--- src/rtl/serial_addsub_pkg.sv ---
// ============================================================================
//  Module   : serial_addsub_pkg
//  Brief    : Shared FSM state type and reset state for serial_addsub.
//  Revision : 1.0 - initial release
// ============================================================================
`default_nettype none

package serial_addsub_pkg;

    typedef enum logic [1:0] {
        IDLE = 2'd0,
        RUN  = 2'd1,
        DONE = 2'd2
    } state_t;

    localparam state_t C_RESET_STATE = IDLE;

endpackage

`default_nettype wire

--- src/rtl/serial_addsub_fa_cell.sv ---
// ============================================================================
//  Module   : fa_cell
//  Brief    : 1-bit full adder used as the serial adder's only arithmetic cell.
//  Revision : 1.0 - initial release
// ============================================================================
`default_nettype none

module fa_cell (
    input  logic a,
    input  logic b,
    input  logic ci,
    output logic s,
    output logic co
);

    assign s  = a ^ b ^ ci;
    assign co = (a & b) | (a & ci) | (b & ci);

endmodule

`default_nettype wire

--- src/rtl/serial_addsub.sv ---
// ============================================================================
//  Module   : serial_addsub
//  Brief    : Bit-serial LSB-first adder/subtractor with valid/ready handshake,
//             one result bit per clock, carry/overflow/zero flags.
//  Revision : 1.0 - initial release
// ============================================================================
`default_nettype none

module serial_addsub
    import serial_addsub_pkg::*;
#(
    parameter  int N  = 4,
    localparam int CW = $clog2(N)
) (
    input  logic         clk,
    input  logic         rst_n,
    input  logic         in_valid,
    output logic         in_ready,
    input  logic [N-1:0] x,
    input  logic [N-1:0] y,
    input  logic         cin,
    input  logic         sub,
    output logic         busy,
    output logic         out_valid,
    input  logic         out_ready,
    output logic [N-1:0] z,
    output logic         cout,
    output logic         ovf,
    output logic         zero
);

    state_t         r_state;
    state_t         w_state_nxt;
    logic [N-1:0]   r_opa;
    logic [N-1:0]   r_opb;
    logic           r_carry;
    logic [CW-1:0]  r_cnt;
    logic [N-2:0]   r_sr;
    logic [N-1:0]   r_z;
    logic           r_cout;
    logic           r_ovf;
    logic           r_zero;

    logic           w_s;
    logic           w_c;
    logic           w_last;
    logic [N-1:0]   w_res;

    fa_cell u_fa (
        .a  (r_opa[0]),
        .b  (r_opb[0]),
        .ci (r_carry),
        .s  (w_s),
        .co (w_c)
    );

    assign w_last = (r_cnt == CW'(N - 1));
    // Only N-1 bits are kept between cycles; the final bit joins on the last cycle.
    assign w_res  = {w_s, r_sr};

    always_comb begin
        w_state_nxt = r_state;
        case (r_state)
            IDLE:    if (in_valid)  w_state_nxt = RUN;
            RUN:     if (w_last)    w_state_nxt = DONE;
            DONE:    if (out_ready) w_state_nxt = IDLE;
            default:                w_state_nxt = IDLE;
        endcase
    end

    always_ff @(posedge clk or negedge rst_n) begin
        if (!rst_n) begin
            r_state <= C_RESET_STATE;
            r_opa   <= '0;
            r_opb   <= '0;
            r_carry <= 1'b0;
            r_cnt   <= '0;
            r_sr    <= '0;
            r_z     <= '0;
            r_cout  <= 1'b0;
            r_ovf   <= 1'b0;
            r_zero  <= 1'b0;
        end else begin
            r_state <= w_state_nxt;
            case (r_state)
                IDLE: begin
                    if (in_valid) begin
                        r_opa   <= x;
                        r_opb   <= sub ? ~y : y;
                        r_carry <= sub ? 1'b1 : cin;
                        r_cnt   <= '0;
                        r_sr    <= '0;
                    end
                end
                RUN: begin
                    r_sr    <= w_res[N-1:1];
                    r_opa   <= r_opa >> 1;
                    r_opb   <= r_opb >> 1;
                    r_carry <= w_c;
                    r_cnt   <= r_cnt + CW'(1);
                    // Result registers update only here, so they hold through DONE and IDLE.
                    if (w_last) begin
                        r_z    <= w_res;
                        r_cout <= w_c;
                        r_ovf  <= r_carry ^ w_c;
                        r_zero <= ~|w_res;
                    end
                end
                default: ;
            endcase
        end
    end

    assign in_ready  = (r_state == IDLE);
    assign busy      = (r_state == RUN);
    assign out_valid = (r_state == DONE);
    assign z         = r_z;
    assign cout      = r_cout;
    assign ovf       = r_ovf;
    assign zero      = r_zero;

endmodule

`default_nettype wire
--- config.mk ---
export PLATFORM = sky130hd
export DESIGN_NAME = serial_addsub
export DESIGN_NICKNAME = d
export VERILOG_FILES = /design/src/rtl/serial_addsub_pkg.sv /design/src/rtl/serial_addsub_fa_cell.sv /design/src/rtl/serial_addsub.sv
export SDC_FILE = /design/constraint.sdc
export NUM_CORES = 1
export LEC_CHECK = 0
export ABC_CLOCK_PERIOD_IN_PS = 3200
export CAP_MARGIN = 20
export CORE_UTILIZATION = 52
export DETAILED_ROUTE_END_ITERATION = 16
export GPL_TIMING_DRIVEN = 0
export PLACE_DENSITY = 0.82
export REMOVE_ABC_BUFFERS = 1
export SETUP_SLACK_MARGIN = 0.5
export SLEW_MARGIN = 20
export SYNTH_ARGS = -nofsm -noshare
export SYNTH_HDL_FRONTEND = slang
export SYNTH_HIERARCHICAL = 1
export SYNTH_SLANG_ARGS = --single-unit
--- constraint.sdc ---
create_clock -name clk -period 3.2 [get_ports clk]
set_input_delay 0.32 -clock clk [delete_from_list [all_inputs] [get_ports clk]]
set_output_delay 0.32 -clock clk [all_outputs]
set_load 0.05 [all_outputs]
# == After elaboration in Yosys (flattened, before gate mapping) ==
# Cells that the tools add are included.
# totals
elab_cells,49
input_bits,14
reg_bits,23
out_inout_bits,10
# op_classes
eq_ne,6
n_reduce_logical,7
bitwise,9
addsub,1
muxes,16
# op_table
cell,count
$pmux 4 s2,2
$mux 4,3
$mux 2,4
$pmux 2 s3,1
$pmux 3 s2,1
$eq 2x2->1 const B,2
$ne 2x1->1 const B,2
$not 4->4,1
$pmux 2 s2,1
$reduce_and 2->1,2
$reduce_or 4->1,1
$and 1x1->1,3
$mux 3,1
$reduce_and 3->1,1
$xor 1x1->1,3
$add 2x1->2 const B,1
$eq 2x1->1 const B,1
$logic_not 2->1,1
$mux 1,2
$ne 2x2->1 const B,1
$or 1x1->1,2
$pmux 1 s2,1
$reduce_bool 2->1,1
$logic_not 1->1,1

# == Longest topological paths before layout ==
# depth
word_depth,4
depth_mapped,5
ltp_nobuf,4

# == Modules after synthesis ==
# Netlist, hierarchy kept.
# modules_own_cells
module,area_per_inst_um2,n_inst,cells_each
serial_addsub,1056.0,1,88
fa_cell,20.0,1,1

# == Least setup slack after synthesis ==
# Ideal clock, no wire load.
# synth_timing
path_type,reg2out
startpoint,register r_state[1]
endpoint,output in_ready
t_arrival_ns,1.266
slack_ns,1.614
stages_incl_launch_ff,3
cell_sequence,dfrtp_1 -> buf_2 -> nor2_1
# synth_between
elab_chain_cells,1
# synth_lines
element,line_no,rtl
start: declaration,serial_addsub.sv:32,state_t r_state;
start signal: assignment,serial_addsub.sv:84,r_state <= w_state_nxt;
$logic_not 2->1,serial_addsub.sv:114,assign in_ready = (r_state == IDLE);
end: declaration,serial_addsub.sv:18,"output logic in_ready,"
# Every way passes these cells.

# == Worst setup path after layout ==
# layout_timing
startpoint,register r_state[0]
endpoint,output busy
# layout_between
elab_chain_cells,1
# layout_lines
element,line_no,rtl
$eq 2x1->1,serial_addsub.sv:115,assign busy = (r_state == RUN);
end: declaration,serial_addsub.sv:23,"output logic busy,"
# Every way passes these cells.

==> flow_summary.json <==
{
  "run_status": "complete, no violations",
  "diodes": 0,
  "ir_worst_vdd_mv": 0.6412,
  "drv_slew": 0,
  "vias_per_cell": 5.647,
  "worst-endpoint-required_ns": 2.88,
  "reg2regPathDepth": 3,
  "worstSkewPairLatency_ns": 0.30,
  "grt_pass1_wl_um": 3146,
  "reg2reg_setup_slack_ns": 1.52,
  "htreeDepth": 1,
  "grt_max_degree": 24,
  "ys_seq_elements": 23,
  "nNetsFinal": 129,
  "synth_warnings": 6,
  "antenna_found_initial": 0,
  "globalplace.congestion": 0.8130,
  "r2r-start": "r_opa[0]",
  "synth.avg_cell_area_um2": 12.09,
  "cp-startpoint": "r_state[0]",
  "nFillCells": 166,
  "area_growth_pct": 25.35,
  "hold_viol_final": 0,
  "wl_met2_um": 976,
  "place.port_buffers": 23,
  "wl_per_cell_um": 14.05,
  "met3_length_um": 78,
  "power.leakage_nw": 0.6133,
  "start_util_pct": 54.85,
  "path_class": "flip-flop to primary output",
  "critPathCaptureType": "primary output",
  "drt_wl_total_um": 1953,
  "maxCapViolCount": 0,
  "worstPathMaxFanout": 13,
  "layout_common_cells": "23 x dfrtp_1, 22 x clkdlybuf4s50_1, 11 x a22oi_1, 7 x o21ai_0, 7 x mux2_2",
  "clockBufferDepth": 2,
  "fin_skew_ns": 0.005523,
  "core-area_um2": 1962,
  "syn_area_um2": 1076,
  "io_pins": 24,
  "r2r_end": "zero",
  "grt-ovfl-total": 0,
  "tns_ns": 0,
  "cts_root_buf": "clkbuf_4",
  "die_w_um": 47.49,
  "dp_hpwl_um": 1423,
  "num_vias": 785,
  "track_usage_pct": 20.48,
  "mostFrequentLayoutCell": "dfrtp_1",
  "critPathCapture": "busy",
  "finalCriticalPeriod_ns": 2.499,
  "synthCells": 89,
  "die-area_um2": 2255,
  "crit_arrival_ns": 2.18,
  "fmax_mhz": 400.2,
  "hold_class": "flip-flop to flip-flop",
  "firstDrtPassIters": 4,
  "grt_pass1_vias": 723,
  "whs_path_depth": 2,
  "ant_nets": 0,
  "rows": 16,
  "cts_tree": "done",
  "clk_pin_slew_ns": 0.12,
  "fin_crit_sh_pct": 78.09,
  "grt_setup_unrepaired": "false",
  "maxSlewHeadroom_pct": 61.68,
  "drive_gt1_share_pct": 13.39,
  "power_density_nw_per_um2": 1009,
  "cts_setup_buffers": 0,
  "cts_buffers": 3,
  "power_mw": 1.362,
  "drc": 0,
  "setup_viol": 0,
  "worst_pin_slew_ns": 0.5748,
  "ys_seq_area_share_pct": 53.49,
  "drtIter0Drc": 9,
  "die_y_um": 47.49,
  "startpoint_type": "flip-flop",
  "cts.sinks": 23,
  "drt-met1-wl_um": 886,
  "yosysUniqueCellTypes": 28,
  "top_layer": "met4"
}
[cells in the mapped netlist]
cell type / instances / share of area, %
a221o_1: 1 / 0.93
a22o_1: 4 / 3.3
a22oi_1: 11 / 7.7
a2bb2oi_1: 1 / 0.81
a32o_1: 2 / 1.9
buf_2: 1 / 0.46
buf_4: 2 / 1.4
clkbuf_1: 1 / 0.35
clkbuf_2: 1 / 0.46
dfrtp_1: 23 / 53
fa_1: 1 / 1.9
ha_1: 1 / 1.2
inv_1: 3 / 1.0
mux2_2: 7 / 7.3
nand2_1: 5 / 1.7
nand2b_1: 1 / 0.58
nand3b_4: 1 / 1.9
nor2_1: 4 / 1.4
nor2b_1: 1 / 0.58
nor2b_2: 1 / 0.81
nor3b_2: 1 / 1.2
o21ai_0: 7 / 3.3
o21ai_1: 1 / 0.46
o31ai_1: 1 / 0.70
or2_1: 1 / 0.58
or4_1: 1 / 0.70
xnor2_1: 2 / 1.6
xor2_1: 3 / 2.4
[stage by stage]
| step | setup slack [ns] | hold WS, ns | std cells | instance area [um^2] | utilization, % |
|---|---|---|---|---|---|
| finish | 0.7013 | 0.4926 | 139 | 1349 | 68.75 |
| global route | 0.6015 | 0.5454 | 139 | 1349 | 68.75 |
| CTS | 0.5072 | 0.5018 | 138 | 1339 | 68.24 |
| detailed placement | 0.8690 | 0.4730 | 134 | 1311 | 66.84 |
| global placement | 0.8990 | 0.4599 | 134 | 1311 | 66.84 |
| floorplan | 1.609 | 0.02441 | 84 | 1047 | - |
[layer usage]
| metal | vias to the layer above | track usage (%) |
|---|---|---|
| met2 | 20 | 35.34 |
| met3 | 2 | 3.774 |
| li1 | 372 | - |
| met1 | 391 | 25.43 |
| met4 | 0 | 8.000 |
| met5 | - | 0 |
[critical path, cell delays in order, from the launching register on]
cell,delay [ns]
dfrtp_1,0.60
nor2b_4,0.41
clkdlybuf4s50_1,0.87
[how the worst min path moves through the flow]
stage                end   from
global placement    zero   zero
global route        zero   zero
detailed placement  zero   zero
floorplan           cout  rst_n
CTS                 zero   zero
finish              zero   zero
[sequential cells by signal, summed over array words and instances (netlist names)]
signal   count
z            4
ovf          1
r_opa        4
r_carry      1
r_cnt        2
r_sr         3
cout         1
zero         1
r_opb        4
r_state      2
[area by class of cell]
type | count | area (um^2) | share of cell area, %
flip-flops and latches | 23 | 575.6 | 42.67
multi-input cells | 58 | 465.4 | 34.51
repair buffers | 24 | 235.2 | 17.44
well taps | 27 | 33.78 | 2.505
clock buffers | 3 | 22.52 | 1.670
inverters | 3 | 11.26 | 0.8349
clock inverters | 1 | 5.005 | 0.3711
[power by group]
| group | internal [mW] | switching [mW] |
|---|---|---|
| Clock | 0.0465 | 0.0810 |
| Combinational | 0.302 | 0.400 |
| Sequential | 0.409 | 0.124 |
| Total | 0.757 | 0.604 |
[cell families after synthesis]
logic type / after synthesis / synth area share (%)
AOI/OAI and AO/OA: 28 / 18.95
DFF: 23 / 53.49
and+or+nand+nor: 16 / 9.420
buffers and inverters: 8 / 3.719
muxes: 7 / 7.326
xor gates and xnor gates: 5 / 4.071
adders and majority gates: 2 / 3.023
[timing repair]
action | 4_1_cts | 5_1_grt
endpoints found under the hold margin | 0 | 13
setup endpoints to repair | 0 | 1
gates resized for setup | 0 | 1
hold buffers | 0 | 1
(Power assumes the default switching activity.)
